### config.mk
export PLATFORM = sky130hd
export DESIGN_NAME = neopixel_driver
export DESIGN_NICKNAME = d
export VERILOG_FILES = /design/src/rtl/neopixel_driver.sv
export SDC_FILE = /design/constraint.sdc
export NUM_CORES = 1
export LEC_CHECK = 0
export CAP_MARGIN = 25
export CORE_MARGIN = 3
export CORE_UTILIZATION = 50
export DETAILED_ROUTE_END_ITERATION = 8
export GPL_TIMING_DRIVEN = 0
export PLACE_DENSITY = 0.74
export SETUP_SLACK_MARGIN = 0.5
export SYNTH_ARGS = -nofsm -noshare
export SYNTH_HDL_FRONTEND = slang
export SYNTH_SLANG_ARGS = --single-unit
### constraint.sdc
create_clock -name clock -period 4.2 [get_ports clock]
set_clock_uncertainty 0.15 [all_clocks]
set_input_delay 0.84 -clock clock [delete_from_list [all_inputs] [get_ports clock]]
set_output_delay 0.84 -clock clock [all_outputs]
set_load 0.1 [all_outputs]
### src/rtl/neopixel_driver.sv
// WS2812-style serial driver: a small pixel memory is streamed MSB-first as
// fixed-period pulse-width bits, followed by a low latch gap, whenever it has been written.
module neopixel_driver #(
  parameter int C_PIXELS = 12,
  parameter int C_T0H    = 50,
  parameter int C_T1H    = 100,
  parameter int C_TBIT   = 156,
  parameter int C_TRESET = 10000
) (
  input  logic        clock,
  input  logic        reset,
  input  logic        write_en,
  input  logic [31:0] address,
  input  logic [31:0] write_data,
  output logic [31:0] read_data,
  output logic        ready,
  output logic        neopixel_out
);

  localparam int PIX_W  = (C_PIXELS > 1) ? $clog2(C_PIXELS) : 1;
  localparam int TBIT_W = (C_TBIT > 1) ? $clog2(C_TBIT) : 1;
  localparam int RST_W  = (C_TRESET > 1) ? $clog2(C_TRESET) : 1;

  localparam logic [31:0]       PIXELS_U   = 32'(C_PIXELS);
  localparam logic [31:0]       T0H_U      = 32'(C_T0H);
  localparam logic [31:0]       T1H_U      = 32'(C_T1H);
  localparam logic [PIX_W-1:0]  LAST_PIX   = PIX_W'(C_PIXELS - 1);
  localparam logic [TBIT_W-1:0] LAST_PHASE = TBIT_W'(C_TBIT - 1);
  localparam logic [RST_W-1:0]  LAST_GAP   = RST_W'(C_TRESET - 1);

  typedef enum logic [1:0] {
    ST_IDLE,
    ST_LOAD,
    ST_SEND,
    ST_LATCH
  } state_t;

  state_t              state_reg;
  logic [23:0]         pixel_mem [C_PIXELS];
  logic [23:0]         shift_reg;
  logic [TBIT_W-1:0]   phase_reg;
  logic [4:0]          bit_reg;
  logic [PIX_W-1:0]    pix_reg;
  logic [RST_W-1:0]    gap_reg;
  logic                dirty_reg;
  logic                ready_reg;
  logic                line_reg;
  logic [31:0]         read_data_reg;

  logic                addr_ok;
  logic                write_ok;
  logic [PIX_W-1:0]    addr_idx;
  logic [PIX_W-1:0]    next_pix;
  logic [23:0]         first_word;
  logic [23:0]         next_word;
  logic [TBIT_W-1:0]   phase_next;
  logic                unused_hi;

  assign addr_ok    = address < PIXELS_U;
  assign write_ok   = write_en && addr_ok;
  assign addr_idx   = address[PIX_W-1:0];
  assign next_pix   = pix_reg + PIX_W'(1);
  assign first_word = pixel_mem[0];
  assign next_word  = pixel_mem[next_pix];
  assign phase_next = phase_reg + TBIT_W'(1);
  assign unused_hi  = ^write_data[31:24];

  // Line level for a given bit value at a given phase within its bit period.
  function automatic logic high_at(input logic bit_val, input logic [TBIT_W-1:0] phase);
    logic [31:0] ph;
    ph = 32'(phase);
    return bit_val ? (ph < T1H_U) : (ph < T0H_U);
  endfunction

  // Pixel memory with registered readback; a same-edge load sees the old word.
  always_ff @(posedge clock) begin
    if (reset) begin
      for (int i = 0; i < C_PIXELS; i++) begin
        pixel_mem[i] <= '0;
      end
      read_data_reg <= '0;
    end else begin
      if (write_ok) begin
        pixel_mem[addr_idx] <= write_data[23:0];
      end
      read_data_reg <= addr_ok ? {8'h00, pixel_mem[addr_idx]} : 32'h0;
    end
  end

  always_ff @(posedge clock) begin
    if (reset) begin
      state_reg <= ST_IDLE;
      shift_reg <= '0;
      phase_reg <= '0;
      bit_reg   <= '0;
      pix_reg   <= '0;
      gap_reg   <= '0;
      dirty_reg <= 1'b0;
      ready_reg <= 1'b0;
      line_reg  <= 1'b0;
    end else begin
      // A write landing on the same edge that starts a frame keeps dirty set.
      dirty_reg <= write_ok || (dirty_reg && (state_reg != ST_IDLE));

      case (state_reg)
        ST_IDLE: begin
          line_reg <= 1'b0;
          if (dirty_reg) begin
            state_reg <= ST_LOAD;
            ready_reg <= 1'b0;
          end else begin
            ready_reg <= 1'b1;
          end
        end

        ST_LOAD: begin
          shift_reg <= first_word;
          phase_reg <= '0;
          bit_reg   <= '0;
          pix_reg   <= '0;
          line_reg  <= high_at(first_word[23], '0);
          ready_reg <= 1'b0;
          state_reg <= ST_SEND;
        end

        ST_SEND: begin
          ready_reg <= 1'b0;
          if (phase_reg != LAST_PHASE) begin
            phase_reg <= phase_next;
            line_reg  <= high_at(shift_reg[23], phase_next);
          end else begin
            phase_reg <= '0;
            if (bit_reg != 5'd23) begin
              bit_reg   <= bit_reg + 5'd1;
              shift_reg <= {shift_reg[22:0], 1'b0};
              line_reg  <= high_at(shift_reg[22], '0);
            end else if (pix_reg != LAST_PIX) begin
              // Next word is fetched here so pixels run back-to-back.
              bit_reg   <= '0;
              pix_reg   <= next_pix;
              shift_reg <= next_word;
              line_reg  <= high_at(next_word[23], '0);
            end else begin
              bit_reg   <= '0;
              gap_reg   <= '0;
              line_reg  <= 1'b0;
              state_reg <= ST_LATCH;
            end
          end
        end

        ST_LATCH: begin
          line_reg <= 1'b0;
          if (gap_reg != LAST_GAP) begin
            gap_reg   <= gap_reg + RST_W'(1);
            ready_reg <= 1'b0;
          end else begin
            gap_reg   <= '0;
            ready_reg <= 1'b1;
            state_reg <= ST_IDLE;
          end
        end

        default: begin
          line_reg  <= 1'b0;
          ready_reg <= 1'b0;
          state_reg <= ST_IDLE;
        end
      endcase
    end
  end

  assign read_data    = read_data_reg;
  assign ready        = ready_reg;
  assign neopixel_out = line_reg;

endmodule

==> results_dict.tcl <==
set metrics [dict create \
    ys.flop_type "edfxtp_1" \
    root_buffer "clkbuf_16" \
    p_leak_nw 8.94 \
    drive_gt1_frac 0.203 \
    tightest_slew_ns 1.12 \
    fin_crit_ns 3.66 \
    start_kind "input port" \
    fp.coreArea_um2 45700 \
    dp_worst_setup_slack_ns -1.17 \
    power.total_mw 11.5 \
    grt_pass1_wl_mm 108 \
    synth_top_area_share 0.495 \
    fin_nets 2021 \
    async_flop_share 0 \
    dieArea_um2 49200 \
    dp_hpwl_mm 48.5 \
    synth-xor-area-share 0.00150 \
    synth-edff-count 384 \
    globalRoute.totalOverflow 0 \
    ys_seq_elements 468 \
    final_hold_viol_count 0 \
    setup_violations 0 \
    drtPass1Iterations 6 \
    num-fill-cells 3410 \
    cts_buffer_depth 3 \
    syn-cell-area_um2 23300 \
    wire_per_inst_um 28.0 \
    largest_register_ffs 384 \
    num_vias 16989 \
    drc 0 \
    cts_sinks 468 \
    grt_max_degree 20 \
    cp_common_cell "clkbuf_4" \
    design.portCount 101 \
    crit_required_ns 4.34 \
    num_rows 78 \
    synthToLayoutAreaGrowth_pct 19.0 \
    fin_setup_tns_ns 0 \
    yosysWarningCount 0 \
    endpoint_kind "register" \
    synth_top_family_by_area "multiplexers" \
    dr.first_iter.drc_count 2810 \
    avgSynthCellArea_um2 13.9 \
    yosys.cell_types.count 61 \
    antenna_cells 0 \
    synth_compound_area_frac 0.0358 \
    rsz0062_at_grt "no" \
    cpPeakStageDelay_ns 0.63 \
    outcome "finished, final reports clean" \
    max_slew_margin 0.251 \
    numCtsBuffers 49 \
    synth_top_cells_by_area "edfxtp_1, mux4_2, dfxtp_1" \
    fin_crit_sh 0.872 \
    wl_mm 72.4 \
    fin_hold_ws_ns 0.331 \
    cellPowerDensity_nw_per_um2 414 \
    max_cap_viol_count 0 \
    viasPerCell 6.57 \
    antenna_found_initial 2 \
    fin_ws_ns 0.536 \
    die_w_um 222 \
    grt_pass1_vias 17369 \
    synth_seq_area_share 0.567 \
    slew_viol_final 0 \
    worstSetupPathType "input port to register" \
    ir_worst_vdd_mv 0.331 \
    synthAdderAreaFrac 0.00429 \
    crit_path_top_delay_cell "clkdlybuf4s50_1" \
    synth_mux_area_frac 0.231 \
    htree_levels 2 \
    max_freq_mhz 273 \
    cts.clk_slew.worst_paths_ns 0.06 \
    grt_usage 0.294 \
    synth-simple-area-share 0.129 \
    start_util 0.510 \
    place.port_buffers 82 \
    antenna_left 0 \
    cp.arrival_ns 3.80 \
    clkLatencyLatePin_ns 0.59 \
    worstPathCellList "clkdlybuf4s50_1 > clkbuf_4 > buf_2 > nor2b_1 > nand2_1 > clkbuf_4 > o21bai_4 > buf_4" \
    cts_tree "done" \
    crit_fanout 11 \
    yosysTopAreaCell "edfxtp_1" \
    die_h_um 222 \
    gp_congestion 0.923 \
    worstHoldPathType "register to register" \
    syn_inst 1675 \
]
==> cells in the mapped netlist (2+ instances only) <==
library cell	instances
nand3_1	45
xor2_1	2
nor2b_1	29
mux4_2	216
nand2b_1	2
buf_4	8
buf_1	16
or3_1	7
xnor2_1	2
o21bai_1	13
edfxtp_1	384
nand2_1	69
nor4_1	7
nor2_1	222
a21oi_1	28
clkbuf_1	115
o211ai_1	2
buf_2	30
mux2i_1	51
ha_1	8
o32ai_1	2
o21ai_0	23
nand4_1	9
a22oi_1	5
a2111oi_0	2
and2_0	2
a31oi_1	6
and2_1	25
o311ai_0	23
and4_1	4
a21o_1	2
nand4b_1	6
nor3_1	175
nor3b_1	2
nand3b_1	6
inv_1	9
or4_1	6
dfxtp_1	84
and3_1	6
==> area by class of cell <==
cell class,count,area [µm²],share of cell area
Inverter,10,37.5,0.00135
Buffer,169,752,0.0271
Clock buffer,66,1310,0.0472
Sequential cell,468,13200,0.477
Tap cell,600,751,0.0271
Clock inverter,25,330,0.0119
Timing Repair Buffer,114,1380,0.0496
Multi-Input combinational cell,1134,9960,0.359
==> stage by stage <==
stage	area [µm²]	std cells	utilization
floorplan	23700	1778	-
global placement	25300	2460	0.554
detailed placement	25700	2472	0.562
CTS	27600	2582	0.605
global route	27700	2586	0.607
finish	27700	2586	0.607
==> power breakdown <==
group / total [mW] / switching [mW] / internal [mW] / leakage [nW]
combinational: 1.42 / 0.806 / 0.609 / 3.79
clock: 4.52 / 1.84 / 2.68 / 0.804
sequential: 5.53 / 0.181 / 5.35 / 4.35
==> layer usage <==
| metal | vias to the layer above | share of wire | GRT usage |
|---|---|---|---|
| met4 | 4 | 0.059 | 0.164 |
| met3 | 285 | 0.13 | 0.0888 |
| met2 | 1351 | 0.47 | 0.465 |
| li1 | 6997 | - | - |
| met1 | 8352 | 0.34 | 0.363 |
| met5 | - | 0.00035 | 0 |
==> placed cells by master (no fill, tap or decap), types with 5 or more instances in the layout <==
cell type / count
a21oi_1: 28
a22oi_1: 5
a31oi_1: 6
and2_1: 25
and3_1: 6
buf_1: 10
buf_12: 12
buf_16: 6
buf_2: 33
buf_4: 16
buf_8: 6
bufinv_16: 8
clkbuf_1: 118
clkbuf_16: 49
clkbuf_2: 9
clkdlybuf4s50_1: 82
clkinv_2: 10
conb_1: 104
dfxtp_1: 84
edfxtp_1: 384
ha_1: 8
inv_1: 9
mux2i_1: 51
mux4_2: 216
nand2_1: 67
nand3_1: 43
nand3b_1: 6
nand4_1: 9
nand4b_1: 6
nor2_1: 221
nor2b_1: 29
nor3_1: 175
nor4_1: 7
o21ai_0: 23
o21bai_4: 15
o311ai_0: 23
or3_1: 7
or4_1: 6
==> what timing repair did <==
| action | in CTS | in global routing |
|---|---|---|
| setup buffers | 16 | 1 |
| hold buffers | 0 | 0 |
| endpoints found under the setup margin | 495 | 151 |
| gates cloned | 3 | 0 |
| resized for setup | 19 | 22 |
| pin swaps | 9 | 1 |
==> final timing paths <==
kind,from,end,slack (ns),cells after the start
max,address[0],pixel_mem[5][14],0.54,8
min,bit_reg[1],bit_reg[1],0.33,2
max reg2reg,pix_reg[1],shift_reg[0],0.75,9
min reg2reg,bit_reg[1],bit_reg[1],0.33,2
==> kinds of logic after synthesis <==
| logic type | after synthesis |
|---|---|
| DFF | 468 |
| adders and majority gates | 8 |
| other | 1 |
| AOI/OAI and AO/OA | 119 |
| and+or+nand+nor | 628 |
| xor gates and xnor gates | 4 |
| muxes | 268 |
| buffers and inverters | 179 |
==> critical path, delay by kind of cell <==
| kind | cells | cell delay (ns) |
|---|---|---|
| AO/OA/AOI/OAI | 1 | 0.26 |
| buffers and inverters | 5 | 1.97 |
| AND/OR/NAND/NOR | 2 | 0.71 |
Power figures use the tool's default switching activity.
